--- src/rtl/cp0_regfile_pkg.sv ---
// Shared encodings for the CP0 register file: MEM-stage exception types,
// CP0 register numbers, Status/Cause field positions and the exception decoder.
package cp0_regfile_pkg;

  // Exception type encodings carried on except_type_i from MEM.
  localparam logic [31:0] EXC_TYPE_NOEXC = 32'h0000_0000;
  localparam logic [31:0] EXC_TYPE_INT   = 32'h0000_0001;
  localparam logic [31:0] EXC_TYPE_ADEL  = 32'h0000_0004;
  localparam logic [31:0] EXC_TYPE_ADES  = 32'h0000_0005;
  localparam logic [31:0] EXC_TYPE_SYS   = 32'h0000_0008;
  localparam logic [31:0] EXC_TYPE_BP    = 32'h0000_0009;
  localparam logic [31:0] EXC_TYPE_RI    = 32'h0000_000a;
  localparam logic [31:0] EXC_TYPE_OV    = 32'h0000_000c;
  localparam logic [31:0] EXC_TYPE_ERET  = 32'h0000_000e;

  // CP0 register numbers.
  localparam logic [4:0] CP0_BADVADDR = 5'd8;
  localparam logic [4:0] CP0_COUNT    = 5'd9;
  localparam logic [4:0] CP0_COMPARE  = 5'd11;
  localparam logic [4:0] CP0_STATUS   = 5'd12;
  localparam logic [4:0] CP0_CAUSE    = 5'd13;
  localparam logic [4:0] CP0_EPC      = 5'd14;

  // Status field positions.
  localparam int unsigned STATUS_IE  = 0;
  localparam int unsigned STATUS_EXL = 1;

  // Cause field positions.
  localparam int unsigned CAUSE_EXC_LO = 2;
  localparam int unsigned CAUSE_EXC_HI = 6;
  localparam int unsigned CAUSE_HW_LO  = 10;
  localparam int unsigned CAUSE_HW_HI  = 15;
  localparam int unsigned CAUSE_TI     = 30;
  localparam int unsigned CAUSE_BD     = 31;

  // Bits software may change through mtc0.
  localparam logic [31:0] STATUS_WMASK = 32'h0000_ff03;
  localparam logic [31:0] CAUSE_WMASK  = 32'h0000_0300;

  typedef enum logic [1:0] {
    ExcNone,
    ExcTake,
    ExcEret
  } exc_kind_e;

  typedef struct packed {
    exc_kind_e  kind;
    logic [4:0] code;
    logic       badvaddr_we;
  } exc_info_t;

  // Map a MEM exception type onto its CP0 action; unknown encodings act as NOEXC.
  function automatic exc_info_t decode_exc(input logic [31:0] exc_type);
    exc_info_t info;
    info.kind        = ExcTake;
    info.code        = 5'h00;
    info.badvaddr_we = 1'b0;
    case (exc_type)
      EXC_TYPE_INT:  info.code = 5'h00;
      EXC_TYPE_ADEL: begin
        info.code        = 5'h04;
        info.badvaddr_we = 1'b1;
      end
      EXC_TYPE_ADES: begin
        info.code        = 5'h05;
        info.badvaddr_we = 1'b1;
      end
      EXC_TYPE_SYS:  info.code = 5'h08;
      EXC_TYPE_BP:   info.code = 5'h09;
      EXC_TYPE_RI:   info.code = 5'h0a;
      EXC_TYPE_OV:   info.code = 5'h0c;
      EXC_TYPE_ERET: info.kind = ExcEret;
      default:       info.kind = ExcNone;
    endcase
    return info;
  endfunction

endpackage

--- src/rtl/cp0_timer.sv ---
// Count/Compare timer: divided free-running Count, Compare register and a sticky
// timer interrupt that only a Compare write can clear.
module cp0_timer
  import cp0_regfile_pkg::*;
#(
  parameter int unsigned COUNT_DIV = 2
) (
  input  logic        clk,
  input  logic        rst,
  input  logic        count_we,
  input  logic        compare_we,
  input  logic [31:0] wdata,
  output logic [31:0] count,
  output logic [31:0] compare,
  output logic        timer_int
);

  logic [31:0] count_q, count_d;
  logic [31:0] compare_q, compare_d;
  logic        phase_q, phase_d;
  logic        timer_int_q, timer_int_d;

  // Next-state for Count, divider phase, Compare and the interrupt flag.
  always_comb begin
    count_d     = count_q;
    phase_d     = phase_q;
    compare_d   = compare_q;
    timer_int_d = timer_int_q;

    if (count_we) begin
      // A software write restarts the divider so the new value holds a full period.
      count_d = wdata;
      phase_d = 1'b0;
    end else if (COUNT_DIV == 1) begin
      count_d = count_q + 32'd1;
    end else begin
      phase_d = ~phase_q;
      if (phase_q) begin
        count_d = count_q + 32'd1;
      end
    end

    if (compare_we) begin
      compare_d = wdata;
    end

    if ((compare_q != 32'd0) && (count_q == compare_q)) begin
      timer_int_d = 1'b1;
    end
    // Clearing on a Compare write beats a coincident match.
    if (compare_we) begin
      timer_int_d = 1'b0;
    end
  end

  // Timer state registers.
  always_ff @(posedge clk or posedge rst) begin
    if (rst) begin
      count_q     <= 32'd0;
      compare_q   <= 32'd0;
      phase_q     <= 1'b0;
      timer_int_q <= 1'b0;
    end else begin
      count_q     <= count_d;
      compare_q   <= compare_d;
      phase_q     <= phase_d;
      timer_int_q <= timer_int_d;
    end
  end

  assign count     = count_q;
  assign compare   = compare_q;
  assign timer_int = timer_int_q;

endmodule

--- src/rtl/cp0_regfile.sv ---
// Coprocessor-0 register file: mtc0/mfc0 access, exception capture from MEM
// (Status, Cause, EPC, BadVAddr) and the Count/Compare timer.
module cp0_regfile
  import cp0_regfile_pkg::*;
#(
  parameter logic [31:0] STATUS_RST = 32'h0040_0000,
  parameter int unsigned COUNT_DIV  = 2
) (
  input  logic        clk,
  input  logic        rst,
  input  logic        we_i,
  input  logic [4:0]  waddr_i,
  input  logic [4:0]  raddr_i,
  input  logic [31:0] data_i,
  input  logic [31:0] except_type_i,
  input  logic [31:0] pc_i,
  input  logic        is_in_delayslot_i,
  input  logic [31:0] badvaddr_i,
  input  logic [5:0]  ext_int_i,
  output logic [31:0] data_o,
  output logic [31:0] status_o,
  output logic [31:0] cause_o,
  output logic [31:0] epc_o,
  output logic [31:0] count_o,
  output logic [31:0] compare_o,
  output logic [31:0] badvaddr_o,
  output logic        timer_int_o
);

  logic [31:0] status_q, status_d;
  logic [31:0] cause_q, cause_d;
  logic [31:0] epc_q, epc_d;
  logic [31:0] badvaddr_q, badvaddr_d;

  exc_info_t exc;
  logic      mtc0_en;
  logic      timer_int;
  logic [31:0] count;
  logic [31:0] compare;

  assign exc = decode_exc(except_type_i);

  // An instruction being flushed by an exception or ERET must not commit its mtc0.
  assign mtc0_en = we_i && (exc.kind == ExcNone);

  cp0_timer #(
    .COUNT_DIV (COUNT_DIV)
  ) u_timer (
    .clk        (clk),
    .rst        (rst),
    .count_we   (mtc0_en && (waddr_i == CP0_COUNT)),
    .compare_we (mtc0_en && (waddr_i == CP0_COMPARE)),
    .wdata      (data_i),
    .count      (count),
    .compare    (compare),
    .timer_int  (timer_int)
  );

  // Next-state for Status, Cause, EPC and BadVAddr.
  always_comb begin
    status_d   = status_q;
    cause_d    = cause_q;
    epc_d      = epc_q;
    badvaddr_d = badvaddr_q;

    if (mtc0_en) begin
      case (waddr_i)
        CP0_STATUS: status_d = (status_q & ~STATUS_WMASK) | (data_i & STATUS_WMASK);
        CP0_CAUSE:  cause_d  = (cause_q & ~CAUSE_WMASK) | (data_i & CAUSE_WMASK);
        CP0_EPC:    epc_d    = data_i;
        default:    ;
      endcase
    end

    // Hardware-owned Cause fields track the interrupt lines every cycle.
    cause_d[CAUSE_HW_HI:CAUSE_HW_LO] = {ext_int_i[5] | timer_int, ext_int_i[4:0]};
    cause_d[CAUSE_TI]                = timer_int;

    unique case (exc.kind)
      ExcTake: begin
        // Nested exceptions keep the original return point.
        if (!status_q[STATUS_EXL]) begin
          epc_d             = is_in_delayslot_i ? (pc_i - 32'd4) : pc_i;
          cause_d[CAUSE_BD] = is_in_delayslot_i;
        end
        status_d[STATUS_EXL]               = 1'b1;
        cause_d[CAUSE_EXC_HI:CAUSE_EXC_LO] = exc.code;
        if (exc.badvaddr_we) begin
          badvaddr_d = badvaddr_i;
        end
      end
      ExcEret: status_d[STATUS_EXL] = 1'b0;
      default: ;
    endcase
  end

  // Architectural CP0 registers.
  always_ff @(posedge clk or posedge rst) begin
    if (rst) begin
      status_q   <= STATUS_RST;
      cause_q    <= 32'd0;
      epc_q      <= 32'd0;
      badvaddr_q <= 32'd0;
    end else begin
      status_q   <= status_d;
      cause_q    <= cause_d;
      epc_q      <= epc_d;
      badvaddr_q <= badvaddr_d;
    end
  end

  // mfc0 read mux; unmapped numbers read as zero.
  always_comb begin
    data_o = 32'd0;
    case (raddr_i)
      CP0_BADVADDR: data_o = badvaddr_q;
      CP0_COUNT:    data_o = count;
      CP0_COMPARE:  data_o = compare;
      CP0_STATUS:   data_o = status_q;
      CP0_CAUSE:    data_o = cause_q;
      CP0_EPC:      data_o = epc_q;
      default:      data_o = 32'd0;
    endcase
  end

  assign status_o    = status_q;
  assign cause_o     = cause_q;
  assign epc_o       = epc_q;
  assign count_o     = count;
  assign compare_o   = compare;
  assign badvaddr_o  = badvaddr_q;
  assign timer_int_o = timer_int;

endmodule

--- config.mk ---
export PLATFORM = sky130hd
export DESIGN_NAME = cp0_regfile
export DESIGN_NICKNAME = d
export VERILOG_FILES = /design/src/rtl/cp0_regfile_pkg.sv /design/src/rtl/cp0_timer.sv /design/src/rtl/cp0_regfile.sv
export SDC_FILE = /design/constraint.sdc
export NUM_CORES = 1
export LEC_CHECK = 0
export ABC_AREA = 1
export CAP_MARGIN = 20
export CORE_UTILIZATION = 46
export DETAILED_ROUTE_END_ITERATION = 12
export GPL_TIMING_DRIVEN = 0
export PLACE_DENSITY = 0.81
export SYNTH_ARGS = -nofsm -noshare
export SYNTH_HDL_FRONTEND = slang
export SYNTH_HIERARCHICAL = 1
export SYNTH_SLANG_ARGS = --single-unit
--- constraint.sdc ---
create_clock -name clk -period 3.6 [get_ports clk]
set_input_delay 0.72 -clock clk [delete_from_list [all_inputs] [get_ports clk]]
set_output_delay 0.72 -clock clk [all_outputs]
set_load 0.03 [all_outputs]
==> results.sh <==
export IMPL_run_status="completed"
export IMPL_floorplan_rows=54
export IMPL_fillers=1951
export IMPL_wirelength_um=43400
export IMPL_post_synth_fa_ha_maj_area_fraction=0.00738
export IMPL_max_clock_freq_ghz=0.281
export IMPL_wp_data_required_ns=2.88
export IMPL_hold_path_cell_count=2
export IMPL_timing_critical_path_mode_cell="inv_1"
export IMPL_clockRootBuffer="clkbuf_16"
export IMPL_maximum_number_of_pins_on_one_net_before_global_route_repair=67
export IMPL_drt_drc_violations_left=0
export IMPL_grt_pass1_wl_um=63100
export IMPL_post_dp_hpwl_um=34800
export IMPL_h_tree_depth=4
export IMPL_cp_cell_sequence="clkdlybuf4s50_1 > inv_1 > nor2_1 > nand3_1 > inv_1 > buf_2 > nand2_1 > nand4_1 > dlygate4sd2_1"
export IMPL_slowest_delay_ns=0.53
export IMPL_p_leak_nw=6.80
export IMPL_clkTransAtPathRegs_ns=0.06
export IMPL_mappedNetlistArea_um2=10200
export IMPL_die_width_um=151
export IMPL_number_of_cells_on_the_worst_reg_to_reg_path=7
export IMPL_antenna_left=0
export IMPL_worst_skew_ns=0.0102
export IMPL_final_layout_size_suffix_gt1_frac=0.124
export IMPL_synthTopCellsByCount="nand2_1, inv_1, dfrtp_1, nor2_1, nand3_1"
export IMPL_synth_seq_area_share=0.379
export IMPL_async_flop_share=1.00
export IMPL_timing_critical_path_slowest_stage_cell="clkdlybuf4s50_1"
export IMPL_synth_enable_flop_cells=0
export IMPL_timing_worst_setup_path_type="primary input to output pin"
export IMPL_drt_vias_per_instance=5.52
export IMPL_synthesis_yosys_warnings=6
export IMPL_io_buffers=332
export IMPL_synth_cell_types=43
export IMPL_tightestPinTransition_ns=0.893
export IMPL_layout_nets=1947
export IMPL_drv_cap=0
export IMPL_layout_min_cycle_time_ns=3.55
export IMPL_vias=11500
export IMPL_tritoncts_num_buffers=17
export IMPL_io_pins=373
export IMPL_cp_start_kind="primary input"
export IMPL_timing_final_hold_violations=0
export IMPL_place_inst=2052
export IMPL_gpl_final_weighted_congestion=0.989
export IMPL_netlist_top_cell_by_area="dfrtp_1"
export IMPL_synthSimpleGateAreaFrac=0.295
export IMPL_critical_path_peak_fanout=10
export IMPL_globalRouteTotalUtil=0.382
export IMPL_synth_top_area_share=0.379
export IMPL_finalMaxSlewViolations=0
export IMPL_hold_class="flip-flop to flip-flop"
export IMPL_floorplan_die_height_um=151
export IMPL_postSynthRegisterBits=154
export IMPL_drtPass1Iterations=6
export IMPL_largest_family_of_logic_cells_by_synthesized_area="simple AND/OR/NAND/NOR gates"
export IMPL_synth_compound_gate_area_share=0.149
export IMPL_yosys_top_cells_area="dfrtp_1, nand2_1, inv_1"
export IMPL_post_synth_cell_area_avg_um2=7.26
export IMPL_report_final_setup_viol=0
export IMPL_tritoncts="done"
export IMPL_most_used_standard_cell_by_instance_count_after_synthesis="nand2_1"
export IMPL_worst_ep_arrival_time_ns=2.83
export IMPL_initial_core_util=0.468
export IMPL_relSlewSlack=0.405
export IMPL_irDropWorstVdd_v=0.000247
export IMPL_register_to_register_setup_slack_ns=1.64
export IMPL_finalHoldWorstSlack_ns=0.521
export IMPL_hold_buffers=0
export IMPL_clk_latency_ns=0.44
export IMPL_stdcell_count=2087
export IMPL_area_growth_syn_to_layout_pct=43.9
export IMPL_postSynth_topFlopCell="dfrtp_1"
export IMPL_min_period_over_period=0.987
export IMPL_syn_inst=1401
export IMPL_route_detailed_wl_per_inst_um=20.8
export IMPL_clock_sink_count=154
export IMPL_drtIter0Drc=1319
export IMPL_grt_pass1_vias=10400
export IMPL_die_area_um2=22700
export IMPL_post_synth_xor_area_fraction=0.0387
export IMPL_timing_critical_path_to_type="output pin"
export IMPL_synth_area_mux_share=0.00996
export IMPL_power_density_nw_per_um2=518
export IMPL_antenna_found_initial=1
export IMPL_overflow=0
export IMPL_core_area_um2=21800
export IMPL_cts_path_max_buffers=2
[timing repair]
action,4_1_cts,5_1_grt
resized for setup,44,16
buffers inserted,0,2
endpoints found under the setup margin,48,50
gates cloned,0,0
[placed cells by master (no fill, tap or decap), types with 40 or more instances in the layout]
cell type        instances
clkdlybuf4s50_1        300
conb_1                  40
a22oi_1                 63
inv_1                  169
dfrtp_1                154
nand2_1                376
o21ai_0                 74
nor2_1                 119
buf_4                   44
nand3_1                 82
[worst max-delay path, delay by kind of cell]
kind / cells / cell delay (ns)
buffers and inverters: 5 / 1.47
and+or+nand+nor: 4 / 0.64
[routing by layer]
metal	vias to the layer above	share of wire	track usage
met4	0	0.039	0.149
met5	-	0	0
met1	5455	0.38	0.508
met2	715	0.47	0.616
met3	104	0.11	0.0688
li1	5247	-	-
[report_power, final]
group          switching (W)  total (W)  internal [W]
logic                0.00177    0.00297       0.00120
registers           0.000680    0.00274       0.00206
clock network       0.000806    0.00187       0.00107
total                0.00325    0.00758       0.00433
[path summary, 6_finish.rpt]
path	endpoint	start
min in group asynchronous	epc_o[0]$_DFF_PP0_	rst
worst min-delay path	badvaddr_o[16]$_DFFE_PP0P_	badvaddr_o[16]$_DFFE_PP0P_
worst min register to register	badvaddr_o[16]$_DFFE_PP0P_	badvaddr_o[16]$_DFFE_PP0P_
max in group asynchronous	u_timer/count[26]$_DFFE_PP0N_	rst
worst max register to register	u_timer/count[22]$_DFFE_PP0N_	u_timer/count[0]$_DFFE_PP0N_
worst max-delay path	data_o[9]	raddr_i[3]
[cell families (layout without fill, tap and decap cells)]
family | count (synthesis) | after routing
XOR/XNOR | 45 | 45
AND/OR/NAND/NOR | 680 | 680
buffers and inverters | 269 | 636
multiplexers | 9 | 9
adder cells (fa/ha/maj) | 6 | 6
AO/OA/AOI/OAI | 236 | 236
other | 2 | 41
flip-flops | 154 | 154
[stage by stage]
| step | total power (W) | worst slack, ns | setup TNS, ns | utilization | cell area, um2 |
|---|---|---|---|---|---|
| final | 0.00758 | 0.0471 | 0 | 0.673 | 14600 |
| after global routing | 0.00787 | -0.0110 | -0.0110 | 0.673 | 14600 |
| after CTS | 0.00751 | 0.0290 | 0 | 0.671 | 14600 |
| after detailed placement | 0.00565 | -0.517 | -27.65 | 0.645 | 14000 |
| after global placement | 0.00561 | -0.955 | -114.07 | 0.643 | 14000 |
| after floorplan | 0.00421 | 0.601 | 0 | - | 10300 |
[flip-flops by register name, indices dropped and copies added, names as in the netlist]
register / cells
badvaddr_o: 32
cause_o: 14
epc_o: 32
status_o: 10
u_timer/compare: 32
u_timer/count: 32
u_timer/phase_q: 1
u_timer/timer_int: 1
[final cells by class]
class                           instances  area [um2]  share of cell area
Antenna cell                            1        2.50            0.000171
Clock inverter                         12         139             0.00949
Clock buffer                           20         457              0.0312
Tap cell                              280         350              0.0239
Inverter                              179         684              0.0467
Sequential cell                       154        3850               0.263
Buffer                                 90         584              0.0399
Timing Repair Buffer                  335        3320               0.227
Multi-Input combinational cell       1016        5250               0.358
Power figures use the tool's default switching activity.
